File: config.mk
export PLATFORM = sky130hd
export DESIGN_NAME = mii_frame_monitor_flat
export DESIGN_NICKNAME = d
export VERILOG_FILES = /design/src/rtl/mii_frame_monitor_pkg.sv /design/src/rtl/mii_frame_monitor_if.sv /design/src/rtl/mii_frame_monitor_lane_scan.sv /design/src/rtl/mii_frame_monitor.sv /design/src/flat_wrapper.sv
export SDC_FILE = /design/constraint.sdc
export NUM_CORES = 1
export LEC_CHECK = 0
export BUFFER_PORTS_ARGS = -buffer_cell sky130_fd_sc_hd__clkbuf_2
export CAP_MARGIN = 0
export CORE_MARGIN = 3
export CORE_UTILIZATION = 57
export CTS_BUF_LIST = sky130_fd_sc_hd__clkbuf_4 sky130_fd_sc_hd__clkbuf_8 sky130_fd_sc_hd__clkbuf_16
export DETAILED_ROUTE_END_ITERATION = 7
export GPL_TIMING_DRIVEN = 1
export HOLD_SLACK_MARGIN = 0.05
export PLACE_DENSITY = 0.79
export REMOVE_ABC_BUFFERS = 1
export SLEW_MARGIN = 20
export SYNTH_ARGS = -nofsm -noshare
export SYNTH_HDL_FRONTEND = slang
export SYNTH_SLANG_ARGS = --single-unit
File: constraint.sdc
create_clock -name clk -period 3.8 [get_ports clk]
set_input_delay 0.19 -clock clk [delete_from_list [all_inputs] [get_ports clk]]
set_output_delay 0.19 -clock clk [all_outputs]
set_load 0.03 [all_outputs]
File: src/rtl/mii_frame_monitor_pkg.sv
// Shared definitions for the MII frame monitor: control codes, FSM state
// encoding and the per-word lane scan result.
package mii_pkg;

  localparam logic [7:0] CODE_IDLE  = 8'h07;
  localparam logic [7:0] CODE_START = 8'hFB;
  localparam logic [7:0] CODE_TERM  = 8'hFD;

  // Lane indices are carried at a fixed width so the struct is
  // independent of the lane count (up to 256 lanes).
  localparam int SCAN_LANE_W = 8;

  typedef enum logic [1:0] {
    WAIT_START = 2'd0,
    IN_FRAME   = 2'd1,
    IN_GAP     = 2'd2
  } state_t;

  // Result of scanning one bus word, lowest lane has priority.
  //   term_found/term_lane    : first lane carrying ctrl=1 TERM
  //   start_found/start_lane  : first lane carrying ctrl=1 START
  //   illegal                 : some ctrl=1 byte is not IDLE/START/TERM
  //   data_in_gap             : a ctrl=0 byte sits in a lane that belongs to
  //                             the gap (after TERM and/or before START)
  //   multi_code              : more than one TERM, more than one START, or a
  //                             START that precedes the TERM in the word
  //   ctrl_before_term        : some ctrl=1 byte lies below the first TERM
  //                             (anywhere in the word when there is no TERM)
  typedef struct packed {
    logic                   term_found;
    logic [SCAN_LANE_W-1:0] term_lane;
    logic                   start_found;
    logic [SCAN_LANE_W-1:0] start_lane;
    logic                   illegal;
    logic                   data_in_gap;
    logic                   multi_code;
    logic                   ctrl_before_term;
  } scan_t;

endpackage

File: src/rtl/mii_frame_monitor_if.sv
// Bus bundle between the TX path (master) and the passive frame monitor
// (slave). Words are qualified by i_valid alone: a word is consumed on every
// clock edge where i_valid=1 and there is no ready, because the monitor can
// never stall the TX path. Results come back as registered pulses/counters.
interface mii_frame_monitor_if #(
  parameter int LANES     = 8,
  parameter int LEN_WIDTH = 16,
  parameter int CNT_WIDTH = 16
) ();

  logic                 i_valid;
  logic [8*LANES-1:0]   i_tx_data;
  logic [LANES-1:0]     i_tx_ctrl;
  logic                 i_clr_stats;

  logic                 o_frame_valid;
  logic [LEN_WIDTH-1:0] o_frame_len;
  logic                 o_payload_err;
  logic                 o_ipg_err;
  logic                 o_ctrl_err;
  logic [CNT_WIDTH-1:0] o_frame_cnt;
  logic [CNT_WIDTH-1:0] o_err_cnt;
  mii_pkg::state_t      o_dbg_state;

  modport master (
    output i_valid, i_tx_data, i_tx_ctrl, i_clr_stats,
    input  o_frame_valid, o_frame_len, o_payload_err, o_ipg_err,
           o_ctrl_err, o_frame_cnt, o_err_cnt, o_dbg_state
  );

  modport slave (
    input  i_valid, i_tx_data, i_tx_ctrl, i_clr_stats,
    output o_frame_valid, o_frame_len, o_payload_err, o_ipg_err,
           o_ctrl_err, o_frame_cnt, o_err_cnt, o_dbg_state
  );

endinterface

File: src/rtl/mii_frame_monitor_lane_scan.sv
// Combinational scan of one bus word: locates the first TERM and START
// codes and classifies every other byte relative to them.
module mii_lane_scan
  import mii_pkg::*;
#(
  parameter int LANES = 8
) (
  input  logic [8*LANES-1:0] data_i,
  input  logic [LANES-1:0]   ctrl_i,
  output scan_t              scan_o
);

  // Two passes: first locate the codes, then classify lanes against them.
  always_comb begin
    scan_t                  res;
    logic [7:0]             byte_v;
    logic [SCAN_LANE_W-1:0] lane_v;
    logic                   pair_v;
    logic                   gap_lane_v;

    res        = '0;
    byte_v     = '0;
    lane_v     = '0;
    pair_v     = 1'b0;
    gap_lane_v = 1'b0;

    for (int k = 0; k < LANES; k++) begin
      byte_v = data_i[8*k +: 8];
      lane_v = SCAN_LANE_W'(k);
      if (ctrl_i[k]) begin
        if (byte_v == CODE_TERM) begin
          if (res.term_found) begin
            res.multi_code = 1'b1;
          end else begin
            res.term_found = 1'b1;
            res.term_lane  = lane_v;
          end
        end else if (byte_v == CODE_START) begin
          if (res.start_found) begin
            res.multi_code = 1'b1;
          end else begin
            res.start_found = 1'b1;
            res.start_lane  = lane_v;
          end
        end else if (byte_v != CODE_IDLE) begin
          res.illegal = 1'b1;
        end
      end
    end

    // A START only pairs with the TERM when it follows it.
    pair_v = res.term_found && res.start_found && (res.start_lane > res.term_lane);
    if (res.term_found && res.start_found && !pair_v) begin
      res.multi_code = 1'b1;
    end

    for (int k = 0; k < LANES; k++) begin
      lane_v = SCAN_LANE_W'(k);
      if (res.term_found) begin
        gap_lane_v = (lane_v > res.term_lane) && (!pair_v || (lane_v < res.start_lane));
      end else begin
        gap_lane_v = !res.start_found || (lane_v < res.start_lane);
      end
      if (!ctrl_i[k] && gap_lane_v) begin
        res.data_in_gap = 1'b1;
      end
      if (ctrl_i[k] && (!res.term_found || (lane_v < res.term_lane))) begin
        res.ctrl_before_term = 1'b1;
      end
    end

    scan_o = res;
  end

endmodule

File: src/rtl/mii_frame_monitor.sv
// Passive monitor for an N-lane xGMII-style TX bus: checks payload length,
// inter-packet gap and control-code legality, and keeps saturating frame and
// error statistics. All outputs are registered one cycle after the word.
module mii_frame_monitor
  import mii_pkg::*;
#(
  parameter int LANES       = 8,
  parameter int MIN_PAYLOAD = 46,
  parameter int MAX_PAYLOAD = 150,
  parameter int MIN_IPG     = 12,
  parameter int MAX_IPG     = 40,
  parameter int LEN_WIDTH   = 16,
  parameter int CNT_WIDTH   = 16
) (
  input  logic                clk,
  input  logic                i_rst_n,
  mii_frame_monitor_if.slave  mon
);

  localparam logic [1:0] ST_WAIT_START = 2'd0;
  localparam logic [1:0] ST_IN_FRAME   = 2'd1;
  localparam logic [1:0] ST_IN_GAP     = 2'd2;

  localparam logic [LEN_WIDTH-1:0] LANES_LEN   = LEN_WIDTH'(LANES);
  localparam logic [LEN_WIDTH-1:0] LAST_LANE   = LEN_WIDTH'(LANES - 1);
  localparam logic [LEN_WIDTH-1:0] MIN_PAY_LEN = LEN_WIDTH'(MIN_PAYLOAD);
  localparam logic [LEN_WIDTH-1:0] MAX_PAY_LEN = LEN_WIDTH'(MAX_PAYLOAD);
  localparam logic [LEN_WIDTH-1:0] MIN_IPG_LEN = LEN_WIDTH'(MIN_IPG);
  localparam logic [LEN_WIDTH-1:0] MAX_IPG_LEN = LEN_WIDTH'(MAX_IPG);

  function automatic logic [LEN_WIDTH-1:0] sat_add(
    input logic [LEN_WIDTH-1:0] a,
    input logic [LEN_WIDTH-1:0] b
  );
    logic [LEN_WIDTH:0] sum;
    sum = {1'b0, a} + {1'b0, b};
    return sum[LEN_WIDTH] ? '1 : sum[LEN_WIDTH-1:0];
  endfunction

  function automatic logic [CNT_WIDTH-1:0] sat_inc(input logic [CNT_WIDTH-1:0] c);
    return (c == '1) ? c : c + 1'b1;
  endfunction

  scan_t scan;

  logic [1:0]           state_q,       state_d;
  logic [LEN_WIDTH-1:0] len_q,         len_d;
  logic [LEN_WIDTH-1:0] gap_q,         gap_d;
  logic                 frame_valid_q, frame_valid_d;
  logic [LEN_WIDTH-1:0] frame_len_q,   frame_len_d;
  logic                 payload_err_q, payload_err_d;
  logic                 ipg_err_q,     ipg_err_d;
  logic                 ctrl_err_q,    ctrl_err_d;
  logic [CNT_WIDTH-1:0] frame_cnt_q,   frame_cnt_d;
  logic [CNT_WIDTH-1:0] err_cnt_q,     err_cnt_d;

  mii_lane_scan #(
    .LANES (LANES)
  ) u_scan (
    .data_i (mon.i_tx_data),
    .ctrl_i (mon.i_tx_ctrl),
    .scan_o (scan)
  );

  // Frame/gap tracking FSM and per-word error pulses.
  always_comb begin
    logic [LEN_WIDTH-1:0] s_len;
    logic [LEN_WIDTH-1:0] t_len;
    logic [LEN_WIDTH-1:0] gap_sum;
    logic [LEN_WIDTH-1:0] flen;
    logic                 pair;

    state_d       = state_q;
    len_d         = len_q;
    gap_d         = gap_q;
    frame_len_d   = frame_len_q;
    frame_valid_d = 1'b0;
    payload_err_d = 1'b0;
    ipg_err_d     = 1'b0;
    ctrl_err_d    = 1'b0;

    s_len   = LEN_WIDTH'(scan.start_lane);
    t_len   = LEN_WIDTH'(scan.term_lane);
    pair    = scan.term_found && scan.start_found && (scan.start_lane > scan.term_lane);
    gap_sum = '0;
    flen    = '0;

    if (mon.i_valid) begin
      ctrl_err_d = scan.illegal | scan.multi_code;
      case (state_q)
        ST_WAIT_START: begin
          // No gap reference exists yet, so the first START is not IPG-checked.
          if (scan.term_found) ctrl_err_d = 1'b1;
          if (scan.start_found) begin
            state_d = ST_IN_FRAME;
            len_d   = LAST_LANE - s_len;
          end
        end

        ST_IN_GAP: begin
          if (scan.term_found || scan.data_in_gap) ctrl_err_d = 1'b1;
          if (scan.start_found) begin
            gap_sum   = sat_add(gap_q, s_len);
            ipg_err_d = (gap_sum < MIN_IPG_LEN) || (gap_sum > MAX_IPG_LEN);
            state_d   = ST_IN_FRAME;
            len_d     = LAST_LANE - s_len;
          end else begin
            gap_d = sat_add(gap_q, LANES_LEN);
          end
        end

        ST_IN_FRAME: begin
          if (scan.term_found) begin
            // The frame is reported even when the tail of the word is bad.
            flen          = sat_add(len_q, t_len);
            frame_valid_d = 1'b1;
            frame_len_d   = flen;
            payload_err_d = (flen < MIN_PAY_LEN) || (flen > MAX_PAY_LEN);
            if (scan.ctrl_before_term || scan.data_in_gap) ctrl_err_d = 1'b1;
            if (pair) begin
              gap_sum   = s_len - t_len - 1'b1;
              ipg_err_d = (gap_sum < MIN_IPG_LEN) || (gap_sum > MAX_IPG_LEN);
              len_d     = LAST_LANE - s_len;
            end else begin
              gap_d   = LAST_LANE - t_len;
              state_d = ST_IN_GAP;
            end
          end else begin
            if (scan.ctrl_before_term) ctrl_err_d = 1'b1;
            if (scan.illegal) begin
              // Abort: the frame is dropped and gap counting restarts.
              gap_d   = '0;
              state_d = ST_IN_GAP;
            end else if (scan.start_found) begin
              len_d = LAST_LANE - s_len;
            end else begin
              len_d = sat_add(len_q, LANES_LEN);
            end
          end
        end

        default: state_d = ST_WAIT_START;
      endcase
    end
  end

  // Saturating statistics; a clear wins over an increment in the same cycle.
  always_comb begin
    logic any_err;
    any_err     = payload_err_d | ipg_err_d | ctrl_err_d;
    frame_cnt_d = frame_cnt_q;
    err_cnt_d   = err_cnt_q;
    if (mon.i_clr_stats) begin
      frame_cnt_d = '0;
      err_cnt_d   = '0;
    end else begin
      if (frame_valid_d && !any_err) frame_cnt_d = sat_inc(frame_cnt_q);
      if (any_err) err_cnt_d = sat_inc(err_cnt_q);
    end
  end

  // State and output registers, cleared asynchronously.
  always_ff @(posedge clk or negedge i_rst_n) begin
    if (!i_rst_n) begin
      state_q       <= ST_WAIT_START;
      len_q         <= '0;
      gap_q         <= '0;
      frame_valid_q <= 1'b0;
      frame_len_q   <= '0;
      payload_err_q <= 1'b0;
      ipg_err_q     <= 1'b0;
      ctrl_err_q    <= 1'b0;
      frame_cnt_q   <= '0;
      err_cnt_q     <= '0;
    end else begin
      state_q       <= state_d;
      len_q         <= len_d;
      gap_q         <= gap_d;
      frame_valid_q <= frame_valid_d;
      frame_len_q   <= frame_len_d;
      payload_err_q <= payload_err_d;
      ipg_err_q     <= ipg_err_d;
      ctrl_err_q    <= ctrl_err_d;
      frame_cnt_q   <= frame_cnt_d;
      err_cnt_q     <= err_cnt_d;
    end
  end

  assign mon.o_frame_valid = frame_valid_q;
  assign mon.o_frame_len   = frame_len_q;
  assign mon.o_payload_err = payload_err_q;
  assign mon.o_ipg_err     = ipg_err_q;
  assign mon.o_ctrl_err    = ctrl_err_q;
  assign mon.o_frame_cnt   = frame_cnt_q;
  assign mon.o_err_cnt     = err_cnt_q;
  assign mon.o_dbg_state   = state_t'(state_q);

endmodule

File: src/flat_wrapper.sv
// flat-port wrapper written by rule: the top's interface ports become plain ports
module mii_frame_monitor_flat import mii_pkg::*;
#(
  parameter int LANES       = 8,
  parameter int MIN_PAYLOAD = 46,
  parameter int MAX_PAYLOAD = 150,
  parameter int MIN_IPG     = 12,
  parameter int MAX_IPG     = 40,
  parameter int LEN_WIDTH   = 16,
  parameter int CNT_WIDTH   = 16
)
  (clk, i_rst_n, mon_i_valid, mon_i_tx_data, mon_i_tx_ctrl, mon_i_clr_stats, mon_o_frame_valid, mon_o_frame_len, mon_o_payload_err, mon_o_ipg_err, mon_o_ctrl_err, mon_o_frame_cnt, mon_o_err_cnt, mon_o_dbg_state);
  mii_frame_monitor_if #(.LANES(LANES), .LEN_WIDTH(LEN_WIDTH), .CNT_WIDTH(CNT_WIDTH)) mon_i ();
  input  logic clk;
  input  logic i_rst_n;
  input wire logic [$bits(mon_i.i_valid)-1:0] mon_i_valid;
  input wire logic [$bits(mon_i.i_tx_data)-1:0] mon_i_tx_data;
  input wire logic [$bits(mon_i.i_tx_ctrl)-1:0] mon_i_tx_ctrl;
  input wire logic [$bits(mon_i.i_clr_stats)-1:0] mon_i_clr_stats;
  output wire logic [$bits(mon_i.o_frame_valid)-1:0] mon_o_frame_valid;
  output wire logic [$bits(mon_i.o_frame_len)-1:0] mon_o_frame_len;
  output wire logic [$bits(mon_i.o_payload_err)-1:0] mon_o_payload_err;
  output wire logic [$bits(mon_i.o_ipg_err)-1:0] mon_o_ipg_err;
  output wire logic [$bits(mon_i.o_ctrl_err)-1:0] mon_o_ctrl_err;
  output wire logic [$bits(mon_i.o_frame_cnt)-1:0] mon_o_frame_cnt;
  output wire logic [$bits(mon_i.o_err_cnt)-1:0] mon_o_err_cnt;
  output wire logic [$bits(mon_i.o_dbg_state)-1:0] mon_o_dbg_state;
  assign mon_i.i_valid = mon_i_valid;
  assign mon_i.i_tx_data = mon_i_tx_data;
  assign mon_i.i_tx_ctrl = mon_i_tx_ctrl;
  assign mon_i.i_clr_stats = mon_i_clr_stats;
  assign mon_o_frame_valid = mon_i.o_frame_valid;
  assign mon_o_frame_len = mon_i.o_frame_len;
  assign mon_o_payload_err = mon_i.o_payload_err;
  assign mon_o_ipg_err = mon_i.o_ipg_err;
  assign mon_o_ctrl_err = mon_i.o_ctrl_err;
  assign mon_o_frame_cnt = mon_i.o_frame_cnt;
  assign mon_o_err_cnt = mon_i.o_err_cnt;
  assign mon_o_dbg_state = mon_i.o_dbg_state;
  mii_frame_monitor #(.LANES(LANES), .MIN_PAYLOAD(MIN_PAYLOAD), .MAX_PAYLOAD(MAX_PAYLOAD), .MIN_IPG(MIN_IPG), .MAX_IPG(MAX_IPG), .LEN_WIDTH(LEN_WIDTH), .CNT_WIDTH(CNT_WIDTH)) u_core (.clk(clk), .i_rst_n(i_rst_n), .mon(mon_i));
endmodule
* Word-level counts from Yosys, hierarchy flattened
Index checks and enable logic that the tools add are counted.
Storage, ports and cells: logic and storage cells 337, register bits after elaboration 86, input port bits 76
Operators by class: equality and inequality tests 36, bitwise logic cells 3, reductions and logical operators 81, add/sub/neg operators 10, order comparisons 31, multiplexer cells 166
Operator list (count):
- $mux 16 | 19
- $mux 19 | 8
- $mux 9 | 16
- $eq 8x8->1 const B | 16
- $mux 8 | 14
- $mux 1 | 92
- $mux 10 | 8
- $lt 3x8->1 const A | 8
- $ne 8x3->1 const B | 8
- $pmux 16 s2 | 2
- $add 16x4->17 const B | 2
- $add 16x8->17 | 2
- $add 16x1->16 const B | 2
- $eq 16x16->1 const B | 2
- $gt 16x6->1 const B | 2
- $gt 3x8->1 const A | 4
- $lt 1x8->1 const A | 4
- $lt 16x4->1 const B | 2
- $lt 2x8->1 const A | 4
- $logic_or 1x1->1 | 29
- $logic_and 1x1->1 | 28
- $sub 3x8->9 const A | 2
- $gt 1x8->1 const A | 2
- $gt 16x8->1 const B | 1
- other kinds (25) | 50

* Longest topological paths before layout
word-level depth 58, depth in mapped cells 23, depth with buffers taken out 20

* By module
From an unflattened synthesis, not the netlist that was laid out.
Unflattened totals: cell total of the unflattened synthesis 1039, area, all modules 8265.4 µm²
By module, submodules not included:
- mii_frame_monitor | times used 1, cells each 828, area an instance 6834.1 µm², sequential area each 2152.1 µm²
- mii_lane_scan | times used 1, cells each 211, area an instance 1431.4 µm², sequential area each 0.0 µm²

* Least setup slack after synthesis
Ideal clock, no wire load.
path kind input port to flip-flop, start in mon_i_tx_data[12], end reg u_core.err_cnt_q[2], in the netlist u_core.mon.o_err_cnt[2], slack -0.687 ns, data arrival time 4.362 ns, buffers on the path 1, stages 18, setup time 0.125 ns, cell sequence nand3_1 > nor4_1 > nor3_1 > nand3b_1 > o21a_1 > inv_1 > ha_1 > a211oi_1 > nor2_1 > o311a_1 > nor3_1 > o221ai_1 > and4b_1 > o221a_2 > o21a_1 > buf_2 > nor3_1 > mux2_2
On the way: cells in the longest elaborated chain, start to end 51
Ends and longest elaborated chain:
- start: declaration | line flat_wrapper.sv:17 | input wire logic [$bits(mon_i.i_tx_data)-1:0] mon_i_tx_data;
- parallel branches: the longest is 48 deep, another holds $mux 19
- $or 1x1->1 (*) | line mii_frame_monitor.sv:150 | any_err = payload_err_d | ipg_err_d | ctrl_err_d;
- $reduce_bool 2->1 (no line) (*)
- $reduce_and 2->1 (no line) (*)
- end signal: assignment | line mii_frame_monitor.sv:185 | err_cnt_q <= err_cnt_d;
- end: declaration | line mii_frame_monitor.sv:55 | logic [CNT_WIDTH-1:0] err_cnt_q, err_cnt_d;
Mark *: on every way between the ends. A chain may end at the register's enable or synchronous reset.

* Final worst setup path
start in mon_i_tx_data[44], end reg u_core.frame_cnt_q[2], in the netlist u_core.mon.o_frame_cnt[2]
On the way: cells in the longest elaborated chain, start to end 37
Ends and longest elaborated chain:
- parallel branches: the longest is 34 deep, another holds $mux 19
- $logic_and 1x1->1 (*) | line mii_frame_monitor.sv:157 | if (frame_valid_d && !any_err) frame_cnt_d = sat_inc(frame_cnt_q);
- $reduce_bool 2->1 (no line) (*)
- $reduce_and 2->1 (no line) (*)
- end signal: assignment | line mii_frame_monitor.sv:184 | frame_cnt_q <= frame_cnt_d;
- end: declaration | line mii_frame_monitor.sv:54 | logic [CNT_WIDTH-1:0] frame_cnt_q, frame_cnt_d;
Marked as above.

==> impl_metrics.ini <==
[power_and_ir_drop]
p_leak_nw = 4.35
pwr_density_cell_nw_per_um2 = 338
vdd_drop_max_uv = 397

[clock_tree]
path_clk_slew_ps = 70
cts_tree = done
cts-root-buf = clkbuf_16
cts-buffers-inserted = 9
clk_latency_ps = 360
cts.sinks = 86
cts_max_path_buffers = 2
h-tree-depth = 3

[synthesis]
ys_warn_count = 0
synth-simple-area-share_pct = 30.3
syn_area_sq_um = 6790
synth_compound_area_share_pct = 24.5
synth_edf_count = 0
yosys.area.top_type = dfrtp_1
avgSynthCellArea_sq_um = 7.94
synthArstFlopShare_pct = 100
seq_area_frac_synth_pct = 31.7
synthXorXnorAreaFrac_pct = 2.58
ys_types = 73
synth_top_family_by_area = simple AND/OR/NAND/NOR gates
synth_adder_area_share_pct = 4.17
syn_inst = 855
netlist.area_leader.share_pct = 31.7
muxShareOfSynthArea_pct = 1.75
synth_area_leaders = dfrtp_1 32%, a21oi_1 4.9%, nor2_1 3.8%
synthFlopType = dfrtp_1
synth_seq_cells = 86

[die]
die_y_um = 115
coreArea_sq_um = 11500
dieArea_sq_um = 13300
die_w_um = 115
ios = 130
start_util_pct = 59.0
rows = 39

[placement]
gp_congestion = 0.963
post-dp-hpwl_um = 15200
place_ws_ps = -863
port_buffers = 129
placed_cells = 1230

[timing]
setup_slack_ps = -678
finalCritPeriodShare_pct = 118
finalClockSkew_ps = 14.6
hold_viol = 0
fin_crit_ps = 4480
slew_viol_final = 0
setup_viol_count_final = 32
slew_headroom_pct = 43.0
rsz0062_at_grt = yes
max_slew.worst_pin.slew_ps = 854
fmax_mhz = 223

[status]
outcome = complete, but fails checks
violations = setup timing

[global_routing]
grt_pass1_wl_um = 36200
grt_pass1_vias = 7830
grt_start_max_net_pins = 65
track_usage_pct = 33.4
antenna_found_initial = 2
overflow = 0

[routing]
drt_pass1_iterations = 7
wl_per_cell_um = 20.4
viasPerCell = 6.84
drtAntennaViolNets = 0
num_vias = 8741
drt_wl_total_um = 26100
drcViolationCount = 0
drtIter0Drc = 1342

[cells_and_area]
multi_input_area_sq_um = 4920
drive_gt1_share_pct = 38.7
nNetsFinal = 1224
fin_cells = 1278
synthToLayoutAreaGrowth_pct = 44.5
ff_latch_area_sq_um = 2150
n_fill_cell = 583

[flow_run]
drv_cap = 0

[critical_path]
r2r_start = u_core.len_q[3]
endpoint_kind = flip-flop
worstSetupStartpointType = input pin
cp-startpoint = mon_i_tx_data[44]
crit_type = in -> reg
crit_path_end = u_core.mon.o_frame_cnt[2]
worstPathMaxFanout = 8
cp_slowest_cell = or4_1
path_cells = clkbuf_2 > nand4_1 > nor4_4 > a21oi_2 > nor2_1 > o21ai_2 > nand2_1 > ha_2 > inv_2 > fa_2 > nor2b_4 > nor2_1 > buf_4 > nor3_2 > mux2i_1 > and4b_1 > o221a_4 > o21ai_4 > buf_12 > or4_1 > a21oi_1
r2r_setup_slack_ps = -230
crit_path_max_incr_delay_ps = 540
reg2regPathDepth = 11
cp_common_cell = nor2_1
worst-endpoint-arrival_ps = 4730
r2r_end = u_core.mon.o_frame_cnt[2]
worst_ep_required_time_ps = 4060

[hold_path]
min_path_type = in -> reg
## registers in the layout, summed over array words and instances, names as in the netlist
register                  cells
u_core.mon.o_frame_cnt       16
u_core.mon.o_payload_err      1
u_core.mon.o_ipg_err          1
u_core.mon.o_ctrl_err         1
u_core.mon.o_dbg_state        2
u_core.mon.o_frame_valid      1
u_core.len_q                 16
u_core.mon.o_frame_len       16
u_core.gap_q                 16
u_core.mon.o_err_cnt         16
## worst max-delay path, delay by kind of cell
| family | cells | cell delay (ps) |
|---|---|---|
| buffers and inverters | 4 | 490 |
| adder cells (fa/ha/maj) | 2 | 630 |
| multiplexers | 1 | 480 |
| AND/OR/NAND/NOR | 9 | 2150 |
| AO/OA/AOI/OAI | 5 | 800 |
## layout make-up
class / instances / share of cell area (%)
Clock buffer: 9 / 2.30
Inverter: 36 / 1.38
Tap cell: 143 / 1.82
Multi-Input combinational cell: 687 / 50.2
Antenna cell: 1 / 0.0255
Timing Repair Buffer: 309 / 21.8
Sequential cell: 86 / 21.9
Clock inverter: 7 / 0.548
## metal layers
metal	share of wire [%]	global-route usage, %	vias to the layer above
met5	0.054	0	-
met4	5.4	13.1	2
met3	9.4	5.63	169
met2	49	58.2	675
met1	36	41.1	4077
li1	-	-	3818
## kinds of logic (layout without fill, tap and decap cells)
family,Yosys count,in the layout
other,0,1
and+or+nand+nor,382,382
muxes,11,11
buffers and inverters,83,361
DFF,86,86
xor gates and xnor gates,20,20
adders and majority gates,22,22
AOI/OAI and AO/OA,251,252
## through the flow
step	hold WS [ps]	total power [mW]	TNS [ps]	utilization, %	instance area, sq um
2_1_floorplan	-106	1.74	-21340	-	6590
3_3_place_gp	331	2.18	-18940	74.5	8580
3_5_place_dp	335	2.21	-24780	74.5	8580
4_1_cts	209	3.12	-2700	81.3	9360
5_1_grt	261	3.45	-20790	85.2	9810
6_report	278	3.32	-14840	85.2	9810
## synthesized netlist by cell type (4+ instances only)
master	number
dfrtp_1	86
nor2_1	69
a21oi_1	67
nand2_1	65
nand3_1	47
o21ai_0	43
nor3_1	41
inv_1	35
clkbuf_1	31
or4_1	29
a31oi_1	26
nand4_1	21
and3_1	20
o31ai_1	20
o22a_1	19
ha_1	17
xnor2_1	15
nor2b_1	13
nor4_1	12
or3_1	12
buf_2	11
nand3b_1	11
nand2b_1	10
a211oi_1	8
mux2_2	7
o22ai_1	7
o41ai_1	7
o211ai_1	6
o21a_1	6
or2_2	6
a31o_2	5
and2_1	5
nand4b_1	5
xor2_1	5
a21o_1	4
and4_1	4
mux2i_1	4
## cells in the final DEF, fill, tap and decap left out, drive strengths merged, types with 21 or more instances in the layout
cell type  netlist  final
a21oi           67     67
o21ai           45     45
a31oi           27     27
nand2           65     65
nand4           21     21
buf             15    186
clkbuf          32    131
nor2            69     69
nor3            41     41
inv             35     38
dfrtp           86     86
or4             29     29
nand3           47     47
## report_power, final
group          leakage (nW)  switching (mW)  internal (mW)
registers              1.16           0.141          0.999
clock network         0.129           0.411          0.449
logic                  3.06           0.772          0.546
total                  4.35            1.32           1.99
## how the worst min path moves through the flow
stage | startpoint | endpoint | slack [ps] | cells after the start
global route | mon_i_valid | u_core.mon.o_dbg_state[1] | 260 | 2
finish | mon_i_valid | u_core.mon.o_dbg_state[1] | 280 | 2
floorplan | i_rst_n | u_core.gap_q[0] | -110 | 0
global placement | i_rst_n | u_core.len_q[12] | 330 | 1
CTS | mon_i_valid | u_core.mon.o_dbg_state[1] | 210 | 2
detailed placement | i_rst_n | u_core.len_q[15] | 330 | 1
## repair_timing
item | 4_1_cts | 5_1_grt
endpoints found under the setup margin | 32 | 32
endpoints found under the hold margin | 63 | 0
cloned | 1 | 2
hold buffers | 1 | 0
resized for setup | 65 | 67
pin swaps | 24 | 16
setup buffers | 21 | 6
(Power assumes the default switching activity.)
